$ cat config.mk
export PLATFORM = sky130hd
export DESIGN_NAME = i2s_dac_tx_flat
export DESIGN_NICKNAME = d
export VERILOG_FILES = /design/src/rtl/i2s_dac_tx_if.sv /design/src/rtl/i2s_dac_tx.sv /design/src/flat_wrapper.sv
export SDC_FILE = /design/constraint.sdc
export NUM_CORES = 1
export LEC_CHECK = 0
export ABC_CLOCK_PERIOD_IN_PS = 1800
export BUFFER_PORTS_ARGS = -buffer_cell sky130_fd_sc_hd__buf_2
export CORE_MARGIN = 2
export CORE_UTILIZATION = 53
export DETAILED_ROUTE_END_ITERATION = 12
export MAX_ROUTING_LAYER = met4
export PLACE_DENSITY = 0.72
export SYNTH_ARGS = -nofsm -noshare
export SYNTH_HDL_FRONTEND = slang
export SYNTH_SLANG_ARGS = --single-unit
$ cat constraint.sdc
create_clock -name MCLK -period 1.8 [get_ports MCLK]
set_input_delay 0.36 -clock MCLK [delete_from_list [all_inputs] [get_ports MCLK]]
set_output_delay 0.36 -clock MCLK [all_outputs]
set_load 0.02 [all_outputs]
$ cat src/rtl/i2s_dac_tx_if.sv
// i2s_dac_tx_if: stereo sample valid/ready bundle into the I2S DAC
// transmitter. Master is the sample source, slave the serialiser.
interface i2s_dac_tx_if #(
  parameter int SAMPLE_LENGTH = 24
);
  logic [SAMPLE_LENGTH-1:0] s_left;
  logic [SAMPLE_LENGTH-1:0] s_right;
  logic                     s_valid;
  logic                     s_ready;

  modport master (
    output s_left, s_right, s_valid,
    input  s_ready
  );

  modport slave (
    input  s_left, s_right, s_valid,
    output s_ready
  );
endinterface

$ cat src/rtl/i2s_dac_tx.sv
// i2s_dac_tx: I2S DAC serialiser, codec-mastered BCLK/LRC sampled in MCLK.
// Define TX_HOLD_ON_UNDERRUN_EN to repeat the last pair on underrun.
module i2s_dac_tx #(
  parameter int SAMPLE_LENGTH = 24,
  parameter int MAX_SLOT_BITS = 32,
  parameter int SYNC_STAGES   = 2
) (
  input  logic        MCLK,
  input  logic        AUD_ADCLRCK,
  input  logic        AUD_BCLK,
  input  logic        AUD_DACLRCK,
  i2s_dac_tx_if.slave s,
  output logic        AUD_DACDAT,
  output logic        frame_start,
  output logic        underrun
);

  localparam int CW = $clog2(MAX_SLOT_BITS) + 1;
  localparam logic [CW-1:0] SL_C  = CW'(SAMPLE_LENGTH);
  localparam logic [CW-1:0] SAT_C = CW'(MAX_SLOT_BITS - 1);

  typedef enum logic [2:0] {
    IDLE, WAIT, ARM_L, ARM_R, SHIFT
  } state_t;

  state_t                   state_q;
  logic [SYNC_STAGES-1:0]   bclk_sync_q;
  logic [SYNC_STAGES-1:0]   lrc_sync_q;
  logic                     bclk_last_q;
  logic                     lrc_prev_q;
  logic                     full_q;
  logic [SAMPLE_LENGTH-1:0] buf_l_q;
  logic [SAMPLE_LENGTH-1:0] buf_r_q;
  logic [SAMPLE_LENGTH-1:0] act_l_q;
  logic [SAMPLE_LENGTH-1:0] act_r_q;
  logic [SAMPLE_LENGTH-1:0] sh_q;
  logic [CW-1:0]            bitcnt_q;
  logic                     dat_q;
  logic                     fs_q;
  logic                     ur_q;

  logic                     bclk_s;
  logic                     lrc_s;
  logic                     bclk_fall;
  logic                     lrc_left;
  logic                     lrc_right;
  logic                     enter_l;
  logic [SAMPLE_LENGTH-1:0] arm_word;

  assign bclk_s    = bclk_sync_q[SYNC_STAGES-1];
  assign lrc_s     = lrc_sync_q[SYNC_STAGES-1];
  assign bclk_fall = bclk_last_q & ~bclk_s;
  assign lrc_left  = lrc_prev_q & ~lrc_s;
  assign lrc_right = ~lrc_prev_q & lrc_s;
  assign enter_l   = bclk_fall & lrc_left &
                     ((state_q == WAIT) | (state_q == SHIFT));
  assign arm_word  = (state_q == ARM_R) ? act_r_q : act_l_q;

  assign s.s_ready   = ~full_q;
  assign AUD_DACDAT  = dat_q;
  assign frame_start = fs_q;
  assign underrun    = ur_q;

  always_ff @(posedge MCLK or negedge AUD_ADCLRCK) begin
    if (!AUD_ADCLRCK) begin
      state_q     <= IDLE;
      bclk_sync_q <= '0;
      lrc_sync_q  <= '0;
      bclk_last_q <= 1'b0;
      lrc_prev_q  <= 1'b0;
      full_q      <= 1'b0;
      buf_l_q     <= '0;
      buf_r_q     <= '0;
      act_l_q     <= '0;
      act_r_q     <= '0;
      sh_q        <= '0;
      bitcnt_q    <= '0;
      dat_q       <= 1'b0;
      fs_q        <= 1'b0;
      ur_q        <= 1'b0;
    end else begin
      bclk_sync_q[0] <= AUD_BCLK;
      lrc_sync_q[0]  <= AUD_DACLRCK;
      for (int i = 1; i < SYNC_STAGES; i++) begin
        bclk_sync_q[i] <= bclk_sync_q[i-1];
        lrc_sync_q[i]  <= lrc_sync_q[i-1];
      end
      bclk_last_q <= bclk_s;
      fs_q        <= 1'b0;
      ur_q        <= 1'b0;

      if (s.s_valid && !full_q) begin
        buf_l_q <= s.s_left;
        buf_r_q <= s.s_right;
        full_q  <= 1'b1;
      end

      // Left-slot start: consume the buffered pair or flag underrun
      if (enter_l) begin
        fs_q <= 1'b1;
        if (full_q) begin
          act_l_q <= buf_l_q;
          act_r_q <= buf_r_q;
          full_q  <= 1'b0;
        end else begin
          ur_q <= 1'b1;
`ifdef TX_HOLD_ON_UNDERRUN_EN
          act_l_q <= act_l_q;
          act_r_q <= act_r_q;
`else
          act_l_q <= '0;
          act_r_q <= '0;
`endif
        end
      end

      if (bclk_fall) begin
        lrc_prev_q <= lrc_s;
        unique case (state_q)
          IDLE: state_q <= WAIT;
          WAIT: begin
            dat_q <= 1'b0;
            if (lrc_left) state_q <= ARM_L;
          end
          ARM_L, ARM_R: begin
            dat_q    <= arm_word[SAMPLE_LENGTH-1];
            sh_q     <= {arm_word[SAMPLE_LENGTH-2:0], 1'b0};
            bitcnt_q <= CW'(1);
            state_q  <= SHIFT;
          end
          SHIFT: begin
            // The bit on a slot-ending edge still belongs to this word
            if (bitcnt_q < SL_C) begin
              dat_q <= sh_q[SAMPLE_LENGTH-1];
              sh_q  <= sh_q << 1;
            end else begin
              dat_q <= 1'b0;
            end
            if (bitcnt_q != SAT_C) bitcnt_q <= bitcnt_q + CW'(1);
            if (lrc_left)       state_q <= ARM_L;
            else if (lrc_right) state_q <= ARM_R;
          end
          default: state_q <= IDLE;
        endcase
      end
    end
  end

endmodule

$ cat src/flat_wrapper.sv
// flat-port wrapper written by rule: the top's interface ports become plain ports
module i2s_dac_tx_flat 
#(
  parameter int SAMPLE_LENGTH = 24,
  parameter int MAX_SLOT_BITS = 32,
  parameter int SYNC_STAGES   = 2
)
  (MCLK, AUD_ADCLRCK, AUD_BCLK, AUD_DACLRCK, AUD_DACDAT, frame_start, underrun, s_s_left, s_s_right, s_s_valid, s_s_ready);
  i2s_dac_tx_if #(.SAMPLE_LENGTH(SAMPLE_LENGTH)) s_i ();
  input  logic MCLK;
  input  logic AUD_ADCLRCK;
  input  logic AUD_BCLK;
  input  logic AUD_DACLRCK;
  output logic AUD_DACDAT;
  output logic frame_start;
  output logic underrun;
  input wire logic [$bits(s_i.s_left)-1:0] s_s_left;
  input wire logic [$bits(s_i.s_right)-1:0] s_s_right;
  input wire logic [$bits(s_i.s_valid)-1:0] s_s_valid;
  output wire logic [$bits(s_i.s_ready)-1:0] s_s_ready;
  assign s_i.s_left = s_s_left;
  assign s_i.s_right = s_s_right;
  assign s_i.s_valid = s_s_valid;
  assign s_s_ready = s_i.s_ready;
  i2s_dac_tx #(.SAMPLE_LENGTH(SAMPLE_LENGTH), .MAX_SLOT_BITS(MAX_SLOT_BITS), .SYNC_STAGES(SYNC_STAGES)) u_core (.MCLK(MCLK), .AUD_ADCLRCK(AUD_ADCLRCK), .AUD_BCLK(AUD_BCLK), .AUD_DACLRCK(AUD_DACLRCK), .s(s_i), .AUD_DACDAT(AUD_DACDAT), .frame_start(frame_start), .underrun(underrun));
endmodule
==> reports/summary.log <==
INFO  logic_synthesis synth.ff_latch_count=138
INFO  pwr            total_switching_power=3.84mW
INFO  logic_synthesis yosys_most_used_dff=dfrtp_1
INFO  clocking       tritoncts=built
INFO  logic_synthesis synth_top_area_frac=0.563
INFO  global_routing grt_pass1_vias=4421
INFO  global_routing grt_start_max_net_pins=62
INFO  floorplanning  initial_utilization=0.540
INFO  timing         slew_violations=0
INFO  cells_and_area n_fill_cell=851
INFO  placement      globalplace.congestion=0.834
INFO  global_routing grt_pass1_wl=21100µm
INFO  floorplanning  core=0.0114mm²
INFO  pwr            share_clk_of_total_power=0.290
INFO  logic_synthesis synth_largest_area_cell=dfrtp_1
INFO  critical_path  required_time_of_the_critical_path=2.10ns
INFO  timing         fmax=0.546GHz
INFO  critical_path  setup.worst_path.start_class=flip-flop
INFO  logic_synthesis mappedNetlistNets=633
INFO  drt            postRouteWirelength=13000µm
INFO  logic_synthesis synth-edff-count=0
INFO  pwr            static-leakage-power=3.44nW
INFO  timing         tightestPinTransition=0.407ns
INFO  logic_synthesis commonest_cells_in_the_netlist=dfrtp_1, nand2_1, o21ai_0, mux2_2, clkbuf_1
INFO  timing         final_period_minus_worst_setup_slack=1.83ns
INFO  logic_synthesis seq_area_frac_synth=0.563
INFO  outcome        status=finished with violations
INFO  drt            dr_total_vias=4480
INFO  clocking       htree_levels=4
INFO  placement      hpwlAfterDp=8230µm
INFO  pwr            share_comb_of_total_power=0.271
INFO  drt            drtPass1Iterations=5
INFO  floorplanning  die_width=112µm
INFO  clocking       clk_transition_reported_paths=0.06ns
INFO  timing         slew-limit-headroom=0.726
INFO  cells_and_area layout.area.seq=0.00345mm²
INFO  pwr            power_report.internal_total=8.51mW
INFO  global_routing grt_use_total=0.220
INFO  drt            routedWlPerCell=16.2µm
INFO  pwr            post-layout-total-power=12.4mW
INFO  cells_and_area finish.cell_count_without_fillers=804
INFO  clocking       source_to_sink_clock_delay_at_the_later_pin_of_the_worst_skew_pair=0.42ns
INFO  logic_synthesis syn-cell-area=0.00614mm²
INFO  critical_path  worst-path-max-fanout=10
INFO  logic_synthesis synth-warning-count=0
INFO  timing         finalHoldViolations=0
INFO  drt            detail_route.drc_violations=0
INFO  logic_synthesis synth.most_common_cell=dfrtp_1
INFO  clocking       buffer_depth_of_the_longest_clock_path=2
INFO  floorplanning  die_area=0.0125mm²
INFO  drt            drt.antenna.violating_nets=0
INFO  logic_synthesis post_synth_main_area_contributors=dfrtp_1, mux2_2, nand2_1, o21ai_0, mux2i_1
INFO  logic_synthesis synth-async-reset-ratio=1.00
INFO  placement      place.detailed.instances=762
INFO  clocking       cts_root_buffer=clkbuf_16
INFO  logic_synthesis syn-mean-instance-area=10.6µm²
INFO  global_routing initial_antenna_violation_count=0
INFO  logic_synthesis synth_cell_types=40
INFO  timing         grt_setup_unrepaired=true
INFO  floorplanning  chipHeight=112µm
INFO  pwr            powerDensity=1630mW/mm²
INFO  timing         report.final.setup_viol=9
INFO  cells_and_area drive_gt1_frac=0.301
INFO  placement      port_buffers=56
INFO  clocking       number_of_sinks_handled_by_clock_tree_synthesis=138
INFO  drt            drt_iter0_markers=298
INFO  pwr            p_sw_frac=0.311
INFO  logic_synthesis synthesis.instances=579
INFO  critical_path  data_arrival_at_the_endpoint_of_the_critical_path=2.13ns
INFO  critical_path  worst-setup-path-type=flip-flop to flip-flop
INFO  global_routing grt_overflow_total=0
INFO  cells_and_area antenna_cells=0
INFO  pwr            maximum_vdd_drop=1.02mV
INFO  cells_and_area area_overhead_vs_synth=23.8%
INFO  floorplanning  floorplan_row_count=39
INFO  outcome        failed_checks=negative setup slack
INFO  drt            vias_per_cell=5.57
INFO  pwr            sequential_group_share_of_total_power=0.439
INFO  run            drv.max_cap_violation_count=0
INFO  critical_path  critPathCaptureType=flip-flop
INFO  timing         skew=0.00707ns
INFO  cells_and_area total_area_of_multi_input_combinational_cells=0.00248mm²
INFO  timing         period_share=1.02
INFO  floorplanning  io-pin-count=57
INFO  timing         setup_slack=-0.0328ns
INFO  min_path       hold_class=input pin to flip-flop
INFO  cells_and_area finalNetCount=702
INFO  clocking       cts-buffers-inserted=17
-- power groups by stage --
stage	registers [mW]	clock network, mW	logic, mW
floorplan	5.07	0	2.42
global placement	5.35	0	2.97
detailed placement	5.40	0	3.14
CTS	5.36	3.64	3.17
global route	5.58	3.80	3.80
finish	5.42	3.59	3.34
-- layer usage --
| metal | wire [µm] | global-route usage | part of all wire | vias up |
|---|---|---|---|---|
| li1 | - | - | - | 2144 |
| met1 | 6260 | 0.301 | 0.48 | 2230 |
| met2 | 6050 | 0.318 | 0.46 | 93 |
| met3 | 562 | 0.0659 | 0.043 | 13 |
| met4 | 150 | 0.0733 | 0.012 | 0 |
| met5 | 0 | - | 0 | - |
-- cell families (layout without fill, tap and decap cells) --
kind of cell / count (synthesis) / after routing / share of synthesized area
multiplexers: 75 / 75 / 0.132
buffers and inverters: 71 / 153 / 0.0530
adder cells (fa/ha/maj): 1 / 1 / 0.00204
AND/OR/NAND/NOR: 171 / 171 / 0.126
flip-flops: 138 / 138 / 0.563
AO/OA/AOI/OAI: 122 / 122 / 0.123
XOR/XNOR: 1 / 1 / 0.00143
-- registers in the layout, summed over array words and instances (netlist names), 3 cells and up --
name / flops
u_core.act_l_q: 24
u_core.act_r_q: 24
u_core.bitcnt_q: 6
u_core.buf_l_q: 24
u_core.buf_r_q: 24
u_core.sh_q: 23
u_core.state_q: 3
-- stage by stage --
| stage | instance area, µm² | utilization | setup slack (ns) | TNS, ns | hold WS (ns) |
|---|---|---|---|---|---|
| floorplan | 6150 | - | -0.0203 | -0.0203 | 0.0644 |
| global placement | 6670 | 0.587 | 0.0470 | 0 | 0.292 |
| detailed placement | 6670 | 0.587 | -0.0724 | -0.213 | 0.293 |
| CTS | 7310 | 0.643 | -0.0172 | -0.0183 | 0.0302 |
| global route | 7600 | 0.668 | -0.0659 | -1.59 | 0.0265 |
| finish | 7600 | 0.668 | -0.0328 | -0.0817 | 0.0446 |
-- critical path: stages (launching register included) --
cell       delay, ns
dfrtp_1         0.39
buf_6           0.12
or2b_1          0.23
a2111o_2        0.49
buf_12          0.17
clkbuf_16       0.16
nand2_1         0.06
o21ai_0         0.07
-- layout by cell type, fill, tap and decap left out, types with 2 or more instances in the layout --
cell type / instances
dfrtp_1: 137
o21ai_0: 57
mux2i_1: 25
o21ai_2: 8
nand2_2: 10
nand2_1: 92
a21oi_1: 9
buf_12: 9
nand2b_1: 4
a21o_1: 2
nand4_1: 2
clkbuf_16: 21
o21ai_1: 9
o22ai_1: 2
mux2_2: 48
clkbuf_1: 7
buf_6: 6
nand2_4: 3
buf_4: 20
o31ai_1: 2
buf_2: 55
nor3b_1: 23
inv_1: 26
o221ai_1: 23
nor3_1: 2
nor2_1: 27
bufinv_16: 4
-- final timing paths --
kind | slack [ns] | from | end | depth (start not counted)
worst max-delay path | -0.03 | u_core.state_q[0] | u_core.act_l_q[22] | 7
worst min-delay path | 0.04 | AUD_DACLRCK | u_core.lrc_sync_q[0] | 1
worst max register to register | -0.03 | u_core.state_q[0] | u_core.act_l_q[22] | 7
worst min register to register | 0.35 | u_core.bclk_sync_q[0] | u_core.bclk_sync_q[1] | 0
max in group asynchronous | 0.80 | AUD_ADCLRCK | u_core.full_q | 3
min in group asynchronous | 0.41 | AUD_ADCLRCK | u_core.buf_l_q[4] | 2
-- cell type report --
cell class | instances | share of cell area
Inverter | 26 | 0.0128
Tap cell | 143 | 0.0236
Clock inverter | 7 | 0.0186
Timing Repair Buffer | 95 | 0.103
Multi-Input combinational cell | 370 | 0.326
Clock buffer | 25 | 0.0613
Sequential cell | 138 | 0.455
-- timing repair --
action | CTS | global route
endpoints found under the setup margin | 21 | 70
hold endpoints to repair | 34 | 0
gates resized for setup | 5 | 54
buffers inserted | 0 | 3
gates cloned | 0 | 6
hold buffers | 1 | 0
pin swaps | 0 | 4
Note: power is estimated with default switching activity, not from simulation.
